`src/rtl/nxm_pkg.sv`:
```
// Shared types and constants for the N x M word deserializer.
package nxm_pkg;

   typedef enum logic [1:0] {
      IDLE = 2'd0,
      FILL = 2'd1,
      FULL = 2'd2
   } deser_state_t;

   localparam logic DIR_LSB_FIRST = 1'b0;
   localparam logic DIR_MSB_FIRST = 1'b1;

endpackage

```
`src/rtl/nxm_word_deserializer_if.sv`:
```
// Word-in / frame-out handshake bundle for the word deserializer.
interface nxm_word_deserializer_if #(
   parameter int unsigned N = 4,
   parameter int unsigned M = 8
);
   localparam int unsigned LEN_W = $clog2(N + 1);

   logic [M-1:0]     DIN;
   logic             IN_VALID;
   logic             IN_READY;
   logic             DIR;
   logic             FLUSH;
   logic             OUT_VALID;
   logic             OUT_READY;
   logic [N*M-1:0]   DOUT_F;
   logic [LEN_W-1:0] OUT_LEN;

   modport master (
      output DIN, IN_VALID, DIR, FLUSH, OUT_READY,
      input  IN_READY, OUT_VALID, DOUT_F, OUT_LEN
   );

   modport slave (
      input  DIN, IN_VALID, DIR, FLUSH, OUT_READY,
      output IN_READY, OUT_VALID, DOUT_F, OUT_LEN
   );
endinterface

```
`src/rtl/nxm_word_deserializer.sv`:
```
// Assembles N M-bit words into an N*M-bit frame, LSB- or MSB-word first,
// with zero-padded flush of partial frames and valid/ready frame output.
module nxm_word_deserializer
   import nxm_pkg::*;
#(
   parameter int unsigned N = 4,
   parameter int unsigned M = 8
) (
   input  logic                    clk,
   input  logic                    rst,
   nxm_word_deserializer_if.slave  bus
);
   localparam int unsigned NM    = N * M;
   localparam int unsigned LEN_W = $clog2(N + 1);

   deser_state_t     state, state_nx;
   logic [NM-1:0]    shreg, shreg_nx, base, padded;
   logic [LEN_W-1:0] cnt, cnt_nx, len, len_nx, cnt_after, pad_cnt;
   logic             dir_q, dir_nx, dir_eff;
   logic             out_valid, in_ready, accept;

   // State register
   always_ff @(posedge clk or posedge rst) begin
      if (rst) state <= IDLE;
      else     state <= state_nx;
   end

   // Next-state and datapath next values
   always_comb begin
      state_nx = state;
      cnt_nx   = cnt;
      len_nx   = len;
      dir_nx   = dir_q;
      shreg_nx = shreg;

      // A new frame takes its order from DIR; a frame in progress keeps dir_q
      dir_eff = (state == FILL) ? dir_q : bus.DIR;
      base    = shreg;
      if (accept) begin
         if (dir_eff == DIR_MSB_FIRST) base = {shreg[NM-M-1:0], bus.DIN};
         else                          base = {bus.DIN, shreg[NM-1:M]};
      end

      cnt_after = cnt + LEN_W'(accept);
      pad_cnt   = LEN_W'(N) - cnt_after;
      padded    = base;
      for (int k = 1; k < int'(N); k++) begin
         if (pad_cnt == LEN_W'(k)) begin
            if (dir_q == DIR_MSB_FIRST) padded = base << (k * M);
            else                        padded = base >> (k * M);
         end
      end

      case (state)
         IDLE: begin
            if (accept) begin
               state_nx = FILL;
               cnt_nx   = LEN_W'(1);
               dir_nx   = bus.DIR;
               shreg_nx = base;
            end
         end
         FILL: begin
            if (cnt_after == LEN_W'(N)) begin
               state_nx = FULL;
               len_nx   = LEN_W'(N);
               cnt_nx   = '0;
               shreg_nx = base;
            end else if (bus.FLUSH) begin
               state_nx = FULL;
               len_nx   = cnt_after;
               cnt_nx   = '0;
               shreg_nx = padded;
            end else begin
               cnt_nx   = cnt_after;
               shreg_nx = base;
            end
         end
         FULL: begin
            if (bus.OUT_READY) begin
               if (accept) begin
                  state_nx = FILL;
                  cnt_nx   = LEN_W'(1);
                  dir_nx   = bus.DIR;
                  shreg_nx = base;
               end else begin
                  state_nx = IDLE;
               end
            end
         end
         default: state_nx = IDLE;
      endcase
   end

   // Output decode: input readiness depends on state and OUT_READY only
   always_comb begin
      in_ready = (state != FULL) || bus.OUT_READY;
      accept   = bus.IN_VALID && in_ready;
   end

   // Frame register, counters and registered outputs
   always_ff @(posedge clk or posedge rst) begin
      if (rst) begin
         shreg     <= '0;
         cnt       <= '0;
         len       <= '0;
         dir_q     <= DIR_LSB_FIRST;
         out_valid <= 1'b0;
      end else begin
         shreg     <= shreg_nx;
         cnt       <= cnt_nx;
         len       <= len_nx;
         dir_q     <= dir_nx;
         out_valid <= (state_nx == FULL);
      end
   end

   assign bus.IN_READY  = in_ready;
   assign bus.OUT_VALID = out_valid;
   assign bus.DOUT_F    = shreg;
   assign bus.OUT_LEN   = len;

endmodule

```
`src/flat_wrapper.sv`:
```
// flat-port wrapper written by rule: the top's interface ports become plain ports
module nxm_word_deserializer_flat import nxm_pkg::*;
#(
   parameter int unsigned N = 4,
   parameter int unsigned M = 8
)
  (clk, rst, bus_DIN, bus_IN_VALID, bus_DIR, bus_FLUSH, bus_OUT_READY, bus_IN_READY, bus_OUT_VALID, bus_DOUT_F, bus_OUT_LEN);
  nxm_word_deserializer_if #(.N(N), .M(M)) bus_i ();
  input  logic clk;
  input  logic rst;
  input wire logic [$bits(bus_i.DIN)-1:0] bus_DIN;
  input wire logic [$bits(bus_i.IN_VALID)-1:0] bus_IN_VALID;
  input wire logic [$bits(bus_i.DIR)-1:0] bus_DIR;
  input wire logic [$bits(bus_i.FLUSH)-1:0] bus_FLUSH;
  input wire logic [$bits(bus_i.OUT_READY)-1:0] bus_OUT_READY;
  output wire logic [$bits(bus_i.IN_READY)-1:0] bus_IN_READY;
  output wire logic [$bits(bus_i.OUT_VALID)-1:0] bus_OUT_VALID;
  output wire logic [$bits(bus_i.DOUT_F)-1:0] bus_DOUT_F;
  output wire logic [$bits(bus_i.OUT_LEN)-1:0] bus_OUT_LEN;
  assign bus_i.DIN = bus_DIN;
  assign bus_i.IN_VALID = bus_IN_VALID;
  assign bus_i.DIR = bus_DIR;
  assign bus_i.FLUSH = bus_FLUSH;
  assign bus_i.OUT_READY = bus_OUT_READY;
  assign bus_IN_READY = bus_i.IN_READY;
  assign bus_OUT_VALID = bus_i.OUT_VALID;
  assign bus_DOUT_F = bus_i.DOUT_F;
  assign bus_OUT_LEN = bus_i.OUT_LEN;
  nxm_word_deserializer #(.N(N), .M(M)) u_core (.clk(clk), .rst(rst), .bus(bus_i));
endmodule
```
`config.mk`:
```
export PLATFORM = sky130hd
export DESIGN_NAME = nxm_word_deserializer_flat
export DESIGN_NICKNAME = d
export VERILOG_FILES = /design/src/rtl/nxm_pkg.sv /design/src/rtl/nxm_word_deserializer_if.sv /design/src/rtl/nxm_word_deserializer.sv /design/src/flat_wrapper.sv
export SDC_FILE = /design/constraint.sdc
export NUM_CORES = 1
export LEC_CHECK = 0
export ABC_CLOCK_PERIOD_IN_PS = 10500
export BUFFER_PORTS_ARGS = -buffer_cell sky130_fd_sc_hd__buf_2
export CORE_MARGIN = 3
export CORE_UTILIZATION = 58
export DETAILED_ROUTE_END_ITERATION = 16
export PLACE_DENSITY = 0.76
export SETUP_SLACK_MARGIN = 0.2
export SYNTH_ARGS = -nofsm -noshare
export SYNTH_HDL_FRONTEND = slang
export SYNTH_SLANG_ARGS = --single-unit
```
`constraint.sdc`:
```
create_clock -name clk -period 10.5 [get_ports clk]
set_input_delay 3.15 -clock clk [delete_from_list [all_inputs] [get_ports clk]]
set_output_delay 3.15 -clock clk [all_outputs]
set_load 0.01 [all_outputs]
```
==> metrics.md <==
| Metric | Value |
|---|---|
| Maximum VDD drop | `146 µV` |
| WP data arrival | `8310 ps` |
| Crit path launch type | `input pin` |
| # setup viols final | `0` |
| CTS root buf | `clkbuf_8` |
| Finished Layout Cells | `669` |
| Final period util | `77.3%` |
| Post-synthesis simple-gate area fraction | `16.5%` |
| Num Clock Sinks | `42` |
| Number of flops mapped to enable cells by yosys | `0` |
| Leading cell types in the layout, fill and taps excluded | `nand2_1, a21oi_1, buf_2` |
| TritonRoute pass-1 iters | `6` |
| Clk slew on worst S/H paths | `90 ps` |
| Cell leakage power | `1.82 nW` |
| Worst-case clock buffer depth | `2` |
| R2r worst-path depth | `13` |
| Syn_area_per_cell | `7.51 µm²` |
| Commonest non-fill, non-tap cell in the layout | `nand2_1` |
| Fin. max-slew vios | `0` |
| Ports | `51` |
| Critical path's most frequent cell | `nor3_1` |
| Core area | `0.00687 mm²` |
| Initial Util | `60.3%` |
| Vias in the first global route | `4417` |
| CP Class | `in -> reg` |
| Overall global routing resource usage | `35.2%` |
| Sequential area share after synthesis | `25.4%` |
| Syn-to-layout area delta | `9.36%` |
| Outcome | `completed` |
| Cts hold-fix bufs | `0` |
| Drc violations | `0` |
| Crit-path max cell delay | `1140 ps` |
| Max Clock Skew | `3.37 ps` |
| Top FF cell, synth | `dfrtp_1` |
| Critical path's slowest cell | `nor3_1` |
| CTS Buf Count | `5` |
| Warnings, synthesis | `0` |
| Worst-Skew Late Latency | `310 ps` |
| Unrepaired setup endpoints after global routing | `false` |
| Largest net degree at the start of global routing | `61` |
| Cells after Synth | `552` |
| Resized Gates After CTS | `0` |
| PwrDens | `357 mW/mm²` |
| Post-Place Cells | `661` |
| Worst slew pin tran | `1390 ps` |
| Worst path bufs/invs | `4` |
| Mapped cell area | `0.00415 mm²` |
| Critical Path Stages | `14` |
| Max-Cap Viols | `0` |
| H-tree depth | `2` |
| Largest family of logic cells by synthesized area | `compound AO/OA/AOI/OAI gates` |
| Slew headroom | `6.87%` |
| Vias per cell | `7.43` |
| Die H | `90.5 µm` |
| Synth cell types | `59` |
| Crit Reg-Reg Startpoint | `u_core.state[1]` |
| Crit path from | `bus_IN_VALID` |
| Setup Buffers After CTS | `0` |
| Antenna fix cells | `0` |
| Mux share of post-synthesis cell area | `13.0%` |
| Post-synthesis async set-or-reset flop share | `100%` |
| FILL cells | `638` |
| Synth Net Count | `568` |
| Critical Path Sink | `u_core.bus.DOUT_F[0]` |
| First-pass GRT wire length | `23.6 mm` |
| CP max FO | `60` |
| Final Hold Vio Count | `0` |
| Critical path's top delay family | `simple AND/OR/NAND/NOR gates` |
| CP endpoint kind | `register` |
| FF-to-FF setup slack | `4850 ps` |
| Setup TNS | `0 ps` |
| Initial antenna violation count | `0` |
| Worst min path class | `reg -> reg` |
| Final critical-path required period | `8120 ps` |
| Die width | `90.5 µm` |
| Critical R2R Capture | `u_core.bus.DOUT_F[0]` |
| NumNets Final | `588` |
| DR iter-0 viols | `882` |
| Critical Path RT | `10690 ps` |
| Die area | `0.00820 mm²` |
| Final ANT Viol Nets | `0` |
| CTS tree | `built` |
| Post-detail-place hpwl | `9.56 mm` |
| Complex-gate fraction of the synthesized area | `38.4%` |
| Fmax | `123 MHz` |
| Layout cells sized above 1 | `15.7%` |
| Vias | `4969` |
| Site Rows | `30` |
| Post-synthesis xor/xnor area fraction | `0.211%` |
| Worst-path cell chain | `buf_2 -> inv_1 -> nor2_4 -> buf_4 -> nand2_1 -> inv_1 -> ha_1 -> nor3_1 -> ha_1 -> nor3_1 -> and3_1 -> a32o_1 -> nor3_1 -> a221oi_1` |
| Total wire length | `14.8 mm` |
| #FFs+latches synth | `42` |
| Total grt overflow | `0` |
| IO Port Bufs | `50` |
| Synthesized-area fraction occupied by adder cells | `0.604%` |
| Routed len/inst | `22.1 µm` |
| Final Wtd Congestion | `0.981` |
## flip-flops by register name, summed over array words and instances (netlist names)
signal,flops
u_core.bus.DOUT_F,32
u_core.bus.OUT_LEN,3
u_core.cnt,3
u_core.state,2
u_core.bus.OUT_VALID,1
u_core.dir_q,1
## cell families (layout without fill, tap and decap cells)
| logic type | after synthesis | count (layout) |
|---|---|---|
| AOI/OAI and AO/OA | 245 | 245 |
| and+or+nand+nor | 157 | 157 |
| buffers and inverters | 55 | 76 |
| muxes | 50 | 50 |
| DFF | 42 | 42 |
| adders and majority gates | 2 | 2 |
| xor gates and xnor gates | 1 | 1 |
## cell usage after synthesis, types with 2 or more instances
cell	instances	area share, %
a32oi_1	5	1.1
a221o_1	4	0.97
ha_1	2	0.60
buf_4	2	0.36
nand3b_1	2	0.36
nand3_1	12	1.4
a31oi_1	13	2.0
a221oi_1	6	1.3
nor2b_1	6	0.91
a21oi_1	57	6.9
nand4_1	2	0.30
mux2i_2	2	0.66
dfrtp_1	42	25
mux2i_1	34	8.2
a211oi_1	19	3.4
inv_1	5	0.45
a21o_1	2	0.36
mux2_2	11	3.0
buf_6	3	0.81
o2bb2ai_1	6	1.3
nand2_1	70	6.3
and3_1	3	0.45
nand2b_1	4	0.60
clkbuf_1	34	3.1
o21ai_0	46	5.6
o211ai_1	16	2.9
nor3_1	9	1.1
a32o_1	2	0.48
o32ai_1	2	0.42
a22oi_1	16	2.9
buf_1	5	0.45
buf_2	4	0.48
a2bb2oi_1	2	0.42
o22ai_1	31	4.7
o221ai_1	6	1.3
nor2_1	44	4.0
## layout make-up
class                      count  area (µm²)  share of cell area, %
clock buffer                   6        82.6                   1.82
clock inverter                 2        60.1                   1.32
inverter                       7        26.3                  0.580
multi-input combinational    455        2860                   63.1
sequential                    42        1050                   23.2
tap                           96         120                   2.65
timing repair buffer          61         333                   7.34
## metal layers
metal	up-vias	global-route usage (%)	wire [µm]
met5	-	0	0
met4	0	16.7	720
met3	83	7.75	2320
met2	475	49.7	6130
met1	2248	50.5	5630
li1	2163	-	-
## power by group
group          internal (mW)  switching, mW  total (mW)
Clock                  0.102         0.0624       0.164
Combinational          0.391          0.691        1.08
Sequential             0.239          0.135       0.374
Total                  0.732          0.888        1.62
## how the worst min path moves through the flow
stage	start	to	cells past startpoint
floorplan	u_core.cnt[1]	u_core.cnt[1]	2
global placement	u_core.cnt[1]	u_core.cnt[1]	2
detailed placement	u_core.cnt[1]	u_core.cnt[1]	2
CTS	u_core.cnt[1]	u_core.cnt[1]	2
global route	u_core.cnt[1]	u_core.cnt[1]	2
finish	u_core.cnt[1]	u_core.cnt[1]	2
## worst reg2reg max path, delay by kind of cell, from the launching register on
| family | cells | cell delay, ps |
|---|---|---|
| AND/OR/NAND/NOR | 7 | 2600 |
| flip-flops | 1 | 470 |
| AO/OA/AOI/OAI | 2 | 500 |
| adder cells (fa/ha/maj) | 2 | 1010 |
| buffers and inverters | 2 | 960 |
## metrics by stage
stage | total power, mW | cell area, µm² | util, % | worst slack (ps) | hold WS (ps)
CTS | 1.58 | 4530 | 66.0 | 2670 | 520
global route | 1.72 | 4530 | 66.0 | 2160 | 542
detailed placement | 1.41 | 4390 | 63.9 | 2320 | 501
global placement | 1.40 | 4390 | 63.9 | 2540 | 487
floorplan | 1.10 | 4150 | - | 3700 | 455
finish | 1.62 | 4530 | 66.0 | 2380 | 523
No activity file was read; power rests on OpenSTA's default activity.
